### config.mk
export PLATFORM = sky130hd
export DESIGN_NAME = pwr_vec_sched
export DESIGN_NICKNAME = d
export VERILOG_FILES = /design/src/rtl/pwr_sched_pkg.sv /design/src/rtl/power_cut_eval.sv /design/src/rtl/pwr_vec_sched.sv
export SDC_FILE = /design/constraint.sdc
export NUM_CORES = 1
export LEC_CHECK = 0
export CORE_ASPECT_RATIO = 1.5
export CORE_UTILIZATION = 55
export DETAILED_ROUTE_END_ITERATION = 8
export GPL_ROUTABILITY_DRIVEN = 0
export PLACE_DENSITY_LB_ADDON = 0.08
export SYNTH_ARGS = -nofsm -noshare
export SYNTH_HDL_FRONTEND = slang
export SYNTH_SLANG_ARGS = --single-unit
### constraint.sdc
create_clock -name clk_i -period 7.7 [get_ports clk_i]
set_input_delay 1.54 -clock clk_i [delete_from_list [all_inputs] [get_ports clk_i]]
set_output_delay 1.54 -clock clk_i [all_outputs]
set_load 0.03 [all_outputs]
### src/rtl/pwr_sched_pkg.sv
// Shared types, constants and small helpers for the power vector scheduler.
package pwr_sched_pkg;

    typedef enum logic [1:0] {
        StIdle,
        StRun,
        StReport
    } state_e;

    localparam logic [1:0] MODE_BIN  = 2'd0;
    localparam logic [1:0] MODE_GRAY = 2'd1;
    localparam logic [1:0] MODE_LFSR = 2'd2;

    // Feedback taps for x^4 + x^3 + 1: new lsb = v[3] ^ v[2].
    localparam logic [3:0] LFSR_TAPS     = 4'b1100;
    localparam logic [3:0] LFSR_SEED_DEF = 4'b0001;

    function automatic logic [2:0] popcount4(input logic [3:0] v);
        return {2'b00, v[0]} + {2'b00, v[1]} + {2'b00, v[2]} + {2'b00, v[3]};
    endfunction

    function automatic logic [3:0] gray4(input logic [3:0] b);
        return b ^ {1'b0, b[3:1]};
    endfunction

    function automatic logic [3:0] lfsr_step(input logic [3:0] v);
        return {v[2:0], ^(v & LFSR_TAPS)};
    endfunction

endpackage

### src/rtl/power_cut_eval.sv
// Combinational 4-input power cut: y = (~n_1 & n_4) ^ (n_2 & n_3 & n_4).
// n_i[0]=n_1 .. n_i[3]=n_4. Kept separate so rewritten cuts can be dropped in.
module power_cut_eval (
    input  logic [3:0] n_i,
    output logic       y_o
);

    // Cut function.
    always_comb begin
        y_o = (~n_i[0] & n_i[3]) ^ (n_i[1] & n_i[2] & n_i[3]);
    end

endmodule

### src/rtl/pwr_vec_sched.sv
// Applies one vector per clock to power_cut_eval in binary, Gray or LFSR order and
// accumulates input toggles, output toggles and output ones with saturating counters.
module pwr_vec_sched
    import pwr_sched_pkg::*;
#(
    parameter int unsigned NUM_IN = 4,
    parameter int unsigned CNT_W  = 16
) (
    input  logic              clk_i,
    input  logic              rst_i,
    input  logic              start_i,
    input  logic [1:0]        mode_i,
    input  logic [NUM_IN-1:0] seed_i,
    input  logic [CNT_W-1:0]  num_vec_i,
    output logic              busy_o,
    output logic [NUM_IN-1:0] vec_o,
    output logic              y_o,
    output logic              res_valid_o,
    input  logic              res_ready_i,
    output logic [CNT_W-1:0]  in_toggles_o,
    output logic [CNT_W-1:0]  out_toggles_o,
    output logic [CNT_W-1:0]  ones_o,
    output logic              done_o
);

    state_e              state_q;
    logic [1:0]          mode_q;
    logic [CNT_W-1:0]    num_vec_q;
    logic [CNT_W-1:0]    k_q;
    logic [NUM_IN-1:0]   vec_q;
    logic [NUM_IN-1:0]   prev_vec_q;
    logic                prev_y_q;
    logic [CNT_W-1:0]    in_tog_q;
    logic [CNT_W-1:0]    out_tog_q;
    logic [CNT_W-1:0]    ones_q;
    logic                busy_q;
    logic                res_valid_q;
    logic                done_q;

    logic                y;
    logic [CNT_W-1:0]    k_next;
    logic [NUM_IN-1:0]   vec_next;
    logic [NUM_IN-1:0]   vec_first;
    logic [2:0]          in_inc;
    logic [2:0]          out_inc;
    logic                last_vec;

    power_cut_eval u_cut (
        .n_i (vec_q),
        .y_o (y)
    );

    function automatic logic [CNT_W-1:0] sat_add(input logic [CNT_W-1:0] a,
                                                  input logic [2:0]       b);
        logic [CNT_W:0] s;
        s = {1'b0, a} + {{(CNT_W-2){1'b0}}, b};
        return s[CNT_W] ? '1 : s[CNT_W-1:0];
    endfunction

    // Next vector, first vector and per-cycle counter increments.
    always_comb begin
        k_next = k_q + 1'b1;
        case (mode_q)
            MODE_GRAY: vec_next = gray4(k_next[3:0]);
            MODE_LFSR: vec_next = lfsr_step(vec_q);
            default:   vec_next = k_next[3:0];
        endcase
        if (mode_i == MODE_LFSR) begin
            vec_first = (seed_i == '0) ? LFSR_SEED_DEF : seed_i;
        end else begin
            vec_first = '0;
        end
        // The first vector of a run has no predecessor to toggle against.
        in_inc   = (k_q != '0) ? popcount4(vec_q ^ prev_vec_q) : 3'd0;
        out_inc  = {2'b00, (k_q != '0) && (y != prev_y_q)};
        last_vec = (k_q == num_vec_q - 1'b1);
    end

    // Control FSM with registered outputs and activity counters.
    always_ff @(posedge clk_i or posedge rst_i) begin
        if (rst_i) begin
            state_q     <= StIdle;
            mode_q      <= MODE_BIN;
            num_vec_q   <= '0;
            k_q         <= '0;
            vec_q       <= '0;
            prev_vec_q  <= '0;
            prev_y_q    <= 1'b0;
            in_tog_q    <= '0;
            out_tog_q   <= '0;
            ones_q      <= '0;
            busy_q      <= 1'b0;
            res_valid_q <= 1'b0;
            done_q      <= 1'b0;
        end else begin
            done_q <= 1'b0;
            case (state_q)
                StIdle: begin
                    if (start_i) begin
                        mode_q    <= mode_i;
                        num_vec_q <= num_vec_i;
                        k_q       <= '0;
                        in_tog_q  <= '0;
                        out_tog_q <= '0;
                        ones_q    <= '0;
                        busy_q    <= 1'b1;
                        if (num_vec_i == '0) begin
                            res_valid_q <= 1'b1;
                            state_q     <= StReport;
                        end else begin
                            vec_q   <= vec_first;
                            state_q <= StRun;
                        end
                    end
                end
                StRun: begin
                    ones_q     <= sat_add(ones_q, {2'b00, y});
                    in_tog_q   <= sat_add(in_tog_q, in_inc);
                    out_tog_q  <= sat_add(out_tog_q, out_inc);
                    prev_vec_q <= vec_q;
                    prev_y_q   <= y;
                    k_q        <= k_next;
                    if (last_vec) begin
                        res_valid_q <= 1'b1;
                        state_q     <= StReport;
                    end else begin
                        vec_q <= vec_next;
                    end
                end
                StReport: begin
                    if (res_ready_i) begin
                        done_q      <= 1'b1;
                        res_valid_q <= 1'b0;
                        busy_q      <= 1'b0;
                        state_q     <= StIdle;
                    end
                end
                default: state_q <= StIdle;
            endcase
        end
    end

    assign busy_o        = busy_q;
    assign vec_o         = vec_q;
    assign y_o           = y;
    assign res_valid_o   = res_valid_q;
    assign in_toggles_o  = in_tog_q;
    assign out_toggles_o = out_tog_q;
    assign ones_o        = ones_q;
    assign done_o        = done_q;

endmodule

==> results summary, run 1 <==
The run finished with clean final reports. The final routed wire length divided by cell count came out at 16.8 um. The met3 layer wire length in the routed design came out at 734 um. The number of antenna violations at the first check in global routing is 0.

0 antenna diodes ended up in the layout. The floorplan die area came out at about 0.011 mm2. The finished cells cover a little under 0.007 mm2. STA classifies the critical path endpoint as an output port. The sequential element share of the synthesized area is 41.2%. The starting utilization of the core area came out at 57.2%. The total number of clock tree sinks came out at between 90 and 100. The height of the die came out at 128 um. After synthesis, the mean cell area works out to 8.47 um2.

The clock share of power is 17.7%. Global routing used between 20% and 30% of the available tracks across all layers. In this run, synthesis inferred 0 flip-flops with an integrated enable. The number of buffers inserted during clock tree synthesis came out at 9. The tightest min-delay check is of the reg2reg type. The row count is 45.

The number of detailed-routing iterations run before antenna repair came out at 5. In this run, post-CTS hold repair placed 0 buffers. The worst hold-check slack is 0.504 ns. Setup violations remaining at the end of the flow were counted as 0. Summed over all cells, the static leakage comes to 0.00293 uW. Dividing the detail-routed via count by the number of cells gives 5.98. Setup repair after global routing left no endpoint under its margin. The longest individual stage delay on the worst path is 0.62 ns.

The placement-stage cell area is between 0.006 and 0.007 mm2. OpenSTA, run right after detailed placement, puts the worst setup slack at about 4.0 ns. The final layout contains between 700 and 800 nets. The synthesized netlist contains 62 unique library cells. The placeable core region came out at 0.0102 mm2. For this design the ratio of total power to cell area is 343 mW/mm2. The type of the worst setup path is reg2out. The library cell used most frequently in the layout, excluding fill and tap cells, is sky130_fd_sc_hd__nand2_1. The netlist area before placement came out at 0.00583 mm2. The minimum setup slack in the final design is between 3 and 4 ns. The total negative slack came out at 0 ns. For this run, the number of Yosys warnings is 0. The max capacitance violation total is 0. The highest achievable clock rate came out at approximately 270 MHz. The count of instances resized after the clock tree is built came out at 0. The wire length on met1 came out at 6330 um.

The clock skew after layout is 0.00933 ns. At the worst endpoint, the arrival time is 2.20 ns. The required time reported for the critical path endpoint came out at 6.16 ns.

STA classifies the critical path startpoint as a register. The number of inserted filler cells in the final layout came out at about 850. Internal power comes to 1390 uW. The time the final worst path needs with I/O delays and setup came out at 3.74 ns. The share of total power consumed by net switching is a little over two fifths. Cells fill 68.1% of the core in the end. On the critical path the largest part of the delay comes from buffers and inverters.

From left edge to right edge, the die measures 86.1 um. The total count of hold-check failures in the final report came out at 0. The combinational cell fraction of total power came out at 46.7%. The maximum number of pins on one net before global-route repair came out at 72.

Of the cells placed in the final design, the portion with a size suffix greater than 1 is 5.17%. For this design the total switching power over the nets is just under 1000 uW. The wire length of the first global-routing pass came out at 24600 um. The total half-perimeter wirelength after legalization and detailed placement came out at 10100 um. The post-detailed-routing wire length came out at 15100 um.

The number of global-route vias before repair was just over 5000. The critical path goes through and3_1 > o21ai_0 > inv_1 > clkdlybuf4s50_1. The count of buffering cells on the critical path with inverters included is 2. The async set-reset flop share out of synthesis came out at 100%. The post-CTS clock slew at the launch and capture registers of the worst setup and hold paths is 0.07 ns. Signal routing reaches up to met4. The final period utilization came out at 48.6%. The sequential fraction of design power came out at 35.6%. The area occupied by multi-input gates is approximately 0.0031 mm2. The met2 layer wire length in the routed design is 7680 um. The count of buffers inserted at the top-level ports is 81. Synthesis produced a netlist whose cell count is 689. The sequential cells in the finished layout cover a total of 0.00240 mm2. The number of H-tree branching levels came out at 3. The maximum root-to-sink buffer count is 2.

In this run the worst path has a maximum fanout of 8. On the critical path, the stage with the largest delay is an instance of sky130_fd_sc_hd__clkdlybuf4s50_1. The total of flip-flops plus latches after synthesis came out at 96. The worst-case IR drop observed on VDD is 0.305 mV. The via total after detailed routing came out at 5355. Setup slack on the worst reg-to-reg path comes out at 3.98 ns. The net count after synthesis came out at 731. TritonCTS built the clock tree. The number of setup buffers added after CTS is 0. Clock latency on the worst-skew pair, taken at its later pin, is around 0.34 ns.

The post-detailed-route count of antenna-violating nets came out at 0. The root buffer cell is sky130_fd_sc_hd__clkbuf_16. For this design the top-level I/O count stands at 82. The count of pins over their slew limit came out at 0. Relative to the synthesized area, the layout overhead comes to 18.9%.

In this run, the number of DRC markers left after iteration 0 of detailed routing was ~360. The slew at the pin closest to its max-slew limit came out at 1.27 ns. Leaving out fill and tap cells, the most frequent cells in the layout are sky130_fd_sc_hd__nand2_1 (122), sky130_fd_sc_hd__dfrtp_1 (96), sky130_fd_sc_hd__o21ai_0 (88). The worst slew margin relative to its limit is 15.0%. Global routing finished with a remaining overflow of 0.

The DRC violation count after routing came out at 0. Among all flip-flop cells after synthesis, the most frequent one is sky130_fd_sc_hd__dfrtp_1.
[final timing paths]
check / start / to / cells after the start
hold / removal: prev_vec_q[2]$_DFFE_PP0P_ / prev_vec_q[2]$_DFFE_PP0P_ / 2
hold reg to reg: prev_vec_q[2]$_DFFE_PP0P_ / prev_vec_q[2]$_DFFE_PP0P_ / 2
max in group asynchronous: rst_i / num_vec_q[4]$_DFFE_PP0P_ / 3
min in group asynchronous: rst_i / out_toggles_o[12]$_DFFE_PP0P_ / 2
setup reg to reg: vec_o[0]$_DFFE_PP0P_ / in_toggles_o[2]$_DFFE_PP0P_ / 11
setup / recovery: vec_o[2]$_DFFE_PP0P_ / y_o / 4
[cells in the mapped netlist, drive strengths merged, types with 2 or more instances]
cell | number | area, um2
nor2b | 2 | 12.5
nand3 | 36 | 180
a21o | 3 | 22.5
nor3b | 2 | 15.0
inv | 27 | 101
o31ai | 8 | 60.1
nor3 | 18 | 100
buf | 3 | 33.8
nand4 | 11 | 68.8
o41ai | 4 | 35.0
clkbuf | 33 | 174
mux2 | 3 | 45.0
a32o | 2 | 20.0
fa | 2 | 40.0
nand2 | 123 | 464
a21oi | 31 | 159
xor2 | 14 | 123
and3b | 2 | 18.8
a31oi | 13 | 96.3
and2 | 5 | 31.3
or2 | 2 | 12.5
nand2b | 6 | 37.5
ha | 14 | 175
nor4 | 14 | 130
and3 | 17 | 106
a221oi | 2 | 17.5
o211ai | 3 | 22.5
or3 | 3 | 18.8
a41oi | 2 | 17.5
nor4b | 2 | 23.8
o22ai | 2 | 12.5
nor2 | 43 | 161
o21a | 3 | 22.5
a22o | 16 | 140
xnor2 | 18 | 158
o21ai | 89 | 445
dfrtp | 96 | 2400
o22a | 2 | 18.8
[metrics by stage]
stage	std cells	power (uW)
floorplan	689	1620
global placement	879	1920
detailed placement	879	1950
CTS	895	2400
global route	895	2560
finish	895	2380
[worst reg2reg max path, cell delays in order, from the launching register on]
cell	delay, ns
sky130_fd_sc_hd__dfrtp_1	0.45
sky130_fd_sc_hd__xor2_1	0.19
sky130_fd_sc_hd__fa_1	0.50
sky130_fd_sc_hd__ha_1	0.22
sky130_fd_sc_hd__ha_1	0.26
sky130_fd_sc_hd__and2_1	0.17
sky130_fd_sc_hd__fa_1	0.22
sky130_fd_sc_hd__a21o_1	0.16
sky130_fd_sc_hd__nand2b_1	0.11
sky130_fd_sc_hd__nor3_1	1.02
sky130_fd_sc_hd__o21ai_0	0.24
sky130_fd_sc_hd__nand2_1	0.12
[registers in the layout, summed over array words and instances (netlist names)]
name           count
res_valid_o        1
vec_o              4
prev_vec_q         4
state_q            2
mode_q             2
done_o             1
k_q               16
ones_o            16
out_toggles_o     16
in_toggles_o      16
num_vec_q         16
busy_o             1
prev_y_q           1
[metal layers]
layer  vias up  global-route usage, %
li1       2571                      -
met1      2601                   34.5
met2       153                   49.3
met3        30                   4.44
met4         0                   10.9
met5         -                      0
[power groups by stage]
stage	Sequential (uW)	Clock, uW	Combinational (uW)
3_5_place_dp	848	0	1100
3_3_place_gp	843	0	1070
2_1_floorplan	920	0	700
5_1_grt	870	444	1250
4_1_cts	844	430	1120
6_report	847	421	1110
[cell type report]
cell class	count	share of cell area, %
clock buffers	14	3.81
flip-flops and latches	96	34.6
well taps	141	2.54
clock inverters	2	0.198
multi-input cells	530	45.2
inverters	27	1.50
repair buffers	85	12.1
[cells by family (layout without fill, tap and decap cells)]
logic type	count (synthesis)	in the layout	share of synthesized area [%]
AO/OA/AOI/OAI	189	189	20.0
AND/OR/NAND/NOR	290	290	24.3
adder cells (fa/ha/maj)	16	16	3.69
buffers and inverters	63	128	5.30
multiplexers	3	3	0.772
XOR/XNOR	32	32	4.80
flip-flops	96	96	41.2
Power figures use the tool's default switching activity.
==> run 2, diff against run 1 <==
==> constraint.sdc (replaced) <==
create_clock -name clk_i -period 3.93 [get_ports clk_i]
set_input_delay 0.786 -clock clk_i [delete_from_list [all_inputs] [get_ports clk_i]]
set_output_delay 0.786 -clock clk_i [all_outputs]
set_load 0.03 [all_outputs]
==> run 2 against run 1 <==
Total power grew 100%. Wire length up 2.5%. Setup slack worse by 3.6 ns. Register-to-register slack worse by 3.6 ns. Global-route usage grew 1.0 points. Flip-flop and latch count did not move. Hold slack lost 0.0025 ns. Clock skew down 0.00095 ns. Critical path type is now reg2reg. Combinational power grew 100%. Design area is 0.67% higher. Sequential power rose by 96%. Highest routed layer unchanged.
==> results summary, run 2 (same netlist as run 1, synthesis figures left out) <==
The number of H-tree branching levels came out at 3 (unchanged). The share of total power consumed by net switching came to 41.8% (was 41.7%). Ordered cell list for the critical path: xor2_1 > fa_1 > ha_1 > ha_1 > and2_1 > ha_1 > a21o_1 > a21oi_1 > or4_1 > nor2_1 > a41oi_1 > a311oi_1 (was and3_1 > o21ai_0 > inv_1 > clkdlybuf4s50_1).

The die outline width was 86.1 um (unchanged). The met1 routing resource usage after global routing came out at 36.8% (was 34.5%). The type of the worst min-delay path is reg2reg (unchanged). The number of detailed-routing iterations run before antenna repair is 5 (unchanged). The later-pin clock latency in the skew report came out at 0.34 ns (about the same). The final global-route overflow total came out at 0 (unchanged).

By instance count, the cell type seen most on the critical path is sky130_fd_sc_hd__ha_1. The number of buffers inserted during clock tree synthesis came out at 9 (unchanged). The total half-perimeter wirelength after legalization and detailed placement is 10300 um (was 10100 um). The area growth from synthesis to layout is 19.7% (was 18.9%). The sequential cell area is 0.00240 mm2 (unchanged).

The power density normalized to cell area came out at 681 mW/mm2 (was 343 mW/mm2). The worst slew margin relative to its limit is 35.3% (was 15.0%). The longest individual stage delay on the worst path is 0.49 ns (was 0.62 ns). The post-detailed-routing wire length came to 15500 um (was 15100 um). The height of the die is 128 um (unchanged).

The root buffer cell is sky130_fd_sc_hd__clkbuf_16 (unchanged). The kind of end point of the critical path is a register (was output port). The post-CTS clock slew at the launch and capture registers of the worst setup and hold paths was 0.06 ns (was 0.07 ns). The maximum vdd drop came out at 0.858 mV (was 0.305 mV). The maximum root-to-sink buffer count is 2 (unchanged). The combinational cell fraction of total power came to 46.9% (was 46.7%). The leakage power total is 0.00295 uW (was 0.00293 uW). The ratio of cells with drive above 1 in the final layout was 5.56% (was 5.17%). The critical register-to-register path startpoint is vec_o[1]$_DFFE_PP0P_ (was vec_o[0]$_DFFE_PP0P_).

The count of pins over their slew limit came out at 0 (unchanged). The via density per instance is 6.09 (was 5.98). The row count is 45 (unchanged). The number of inserted filler cells in the final layout is 855 (was 848). The global routing's busiest layer is met2 (unchanged). The max capacitance violation total is 0 (unchanged). The destination of the worst register-to-register timing path is in_toggles_o[15]$_DFFE_PP0P_ (was in_toggles_o[2]$_DFFE_PP0P_). The number of global-route vias before repair came to 5276 (was 5139).

The post-detailed-route count of antenna-violating nets came out at 0 (unchanged). The final routed wire length divided by cell count came to 17.2 um (was 16.8 um). The worst reg-to-reg setup slack came out at 0.39 ns (was 3.98 ns). The global routing usage on met3 came out at 4.44% (unchanged). The number of antenna violations at the first check in global routing is 0 (unchanged). The count of cells along the worst hold path came out at 2 (unchanged). The global router's overall resource usage came out at 29.2% (was 28.1%). The worst hold endpoint is prev_vec_q[3]$_DFFE_PP0P_ (was prev_vec_q[2]$_DFFE_PP0P_).

The initial DRC count came out at 392 (was 362). The highest achievable clock rate came out at 282 MHz. Most used cells in the layout excluding fill and tap cells: sky130_fd_sc_hd__nand2_1 (122), sky130_fd_sc_hd__dfrtp_1 (96), sky130_fd_sc_hd__o21ai_0 (88) (unchanged). The cell depth of the worst flop-to-flop path came out at 12 (was 11). The floorplan die area came to 0.0110 mm2 (unchanged). The sequential fraction of design power is 35.0% (was 35.6%). The arrival time of the worst setup path is 3.78 ns (was 2.20 ns). The DRC violation count after routing is 0 (unchanged).

The count of buffers inserted at the top-level ports is 81 (unchanged). The number of endpoints failing setup at the final stage is 0 (unchanged). The post-CTS setup buffer count is 0 (unchanged). The number of nets in the layout came out at 795 (was 791). The worst hold-check slack came out at 0.501 ns (was 0.504 ns).

The clock share of power came to 18.1% (was 17.7%). The internal power is 2770 uW (was 1390 uW). The final period utilization is 90.2%.

The top fanout value on the critical path came out at 7 (was 8). The starting utilization of the core area came out at 57.2% (unchanged). The startpoint type of the worst setup path is a register (unchanged). The total net switching power is 1990 uW (was 992 uW).

The startpoint of the tightest hold check path was prev_vec_q[3]$_DFFE_PP0P_ (was prev_vec_q[2]$_DFFE_PP0P_). The placeable core region was 0.0102 mm2 (unchanged). The number of inserted diodes came out at 0 (unchanged). The met2 demand-to-capacity share in global routing was 50.3% (was 49.3%).

The slew at the pin closest to its max-slew limit came out at 0.971 ns (was 1.27 ns). The clock skew after layout came out at 0.00838 ns (was 0.00933 ns). The TritonCTS clock tree is built (unchanged). The maximum number of pins on one net before global-route repair came out at 97 (was 72). The total negative slack came out at 0 ns (unchanged).

The standard cell with the maximum stage delay on the critical path was sky130_fd_sc_hd__or4_1 (was sky130_fd_sc_hd__clkdlybuf4s50_1). The via total after detailed routing is 5461 (was 5355). The time the final worst path needs with I/O delays and setup is 3.54 ns. The power consumption is 4750 uW (was 2380 uW). The type of the worst setup path was reg2reg (was reg2out). The most common cell after layout, fill and taps aside was sky130_fd_sc_hd__nand2_1 (unchanged). The area occupied by multi-input gates came out at 0.00314 mm2 (about the same). The wire length of the first global-routing pass is 25600 um (was 24600 um). Setup repair after global routing missed its margin: false (unchanged).

Outcome: finished clean (unchanged). The total number of clock tree sinks came out at 96 (unchanged). The required time reported for the critical path endpoint came to 4.17 ns (was 6.16 ns). The total count of hold-check failures in the final report came out at 0 (unchanged). The I/O pin count came out at 82 (unchanged).
[run 2: cell count changes in the layout (fill, tap and decap cells not counted), sizes merged]
cell and change:
buf +4, bufinv +1, clkinv -2, clkbuf -2
[run 2: power groups by stage]
stage,Clock [uW],Sequential [uW],Combinational [uW]
after floorplan,0,1800,1370
after global placement,0,1650,2110
after detailed placement,0,1670,2190
after CTS,867,1660,2230
after global routing,899,1710,2510
final,859,1660,2230
[run 2: what timing repair did]
item,CTS,global route
gates resized for setup,0,1
endpoints found under the hold margin,0,0
setup endpoints to repair,0,12
hold buffers,0,0
[run 2: worst max path at each step]
stage / from / endpoint / slack (ns) / cells past startpoint
after CTS: vec_o[0]$_DFFE_PP0P_ / in_toggles_o[1]$_DFFE_PP0P_ / 0.26 / 11
after floorplan: vec_o[1]$_DFFE_PP0P_ / in_toggles_o[15]$_DFFE_PP0P_ / 0.52 / 12
after global placement: vec_o[0]$_DFFE_PP0P_ / in_toggles_o[2]$_DFFE_PP0P_ / 0.42 / 11
final: vec_o[1]$_DFFE_PP0P_ / in_toggles_o[15]$_DFFE_PP0P_ / 0.39 / 12
after detailed placement: vec_o[0]$_DFFE_PP0P_ / in_toggles_o[1]$_DFFE_PP0P_ / 0.27 / 11
after global routing: vec_o[0]$_DFFE_PP0P_ / in_toggles_o[15]$_DFFE_PP0P_ / 0.1 / 12
[run 2: stage by stage]
| stage | setup slack [ns] | std cells | util, % | instance area, um2 |
|---|---|---|---|---|
| after global routing | 0.0965 | 896 | 68.5 | 6980 |
| after global placement | 0.423 | 883 | 65.8 | 6700 |
| after floorplan | 0.525 | 689 | - | 5830 |
| after detailed placement | 0.274 | 883 | 65.8 | 6700 |
| final | 0.386 | 896 | 68.5 | 6980 |
| after CTS | 0.262 | 896 | 68.5 | 6980 |
[run 2: layout make-up]
type / count / share of cell area [%]
Inverter: 27 / 1.49
Tap cell: 141 / 2.53
Timing Repair Buffer: 89 / 12.6
Sequential cell: 96 / 34.4
Clock inverter: 1 / 0.430
Clock buffer: 12 / 3.53
Multi-Input combinational cell: 530 / 45.0
[run 2: metal layers]
| metal | share of wire, % | up-vias |
|---|---|---|
| li1 | - | 2572 |
| met1 | 41 | 2687 |
| met2 | 52 | 177 |
| met3 | 5.0 | 25 |
| met4 | 1.9 | 0 |
| met5 | 0 | - |
[run 2: critical path, delay by kind of cell, from the launching register on]
family / cells / cell delay, ns
adders and majority gates: 4 / 1.22
DFF: 1 / 0.46
AOI/OAI and AO/OA: 4 / 0.64
and+or+nand+nor: 3 / 0.89
xor gates and xnor gates: 1 / 0.22
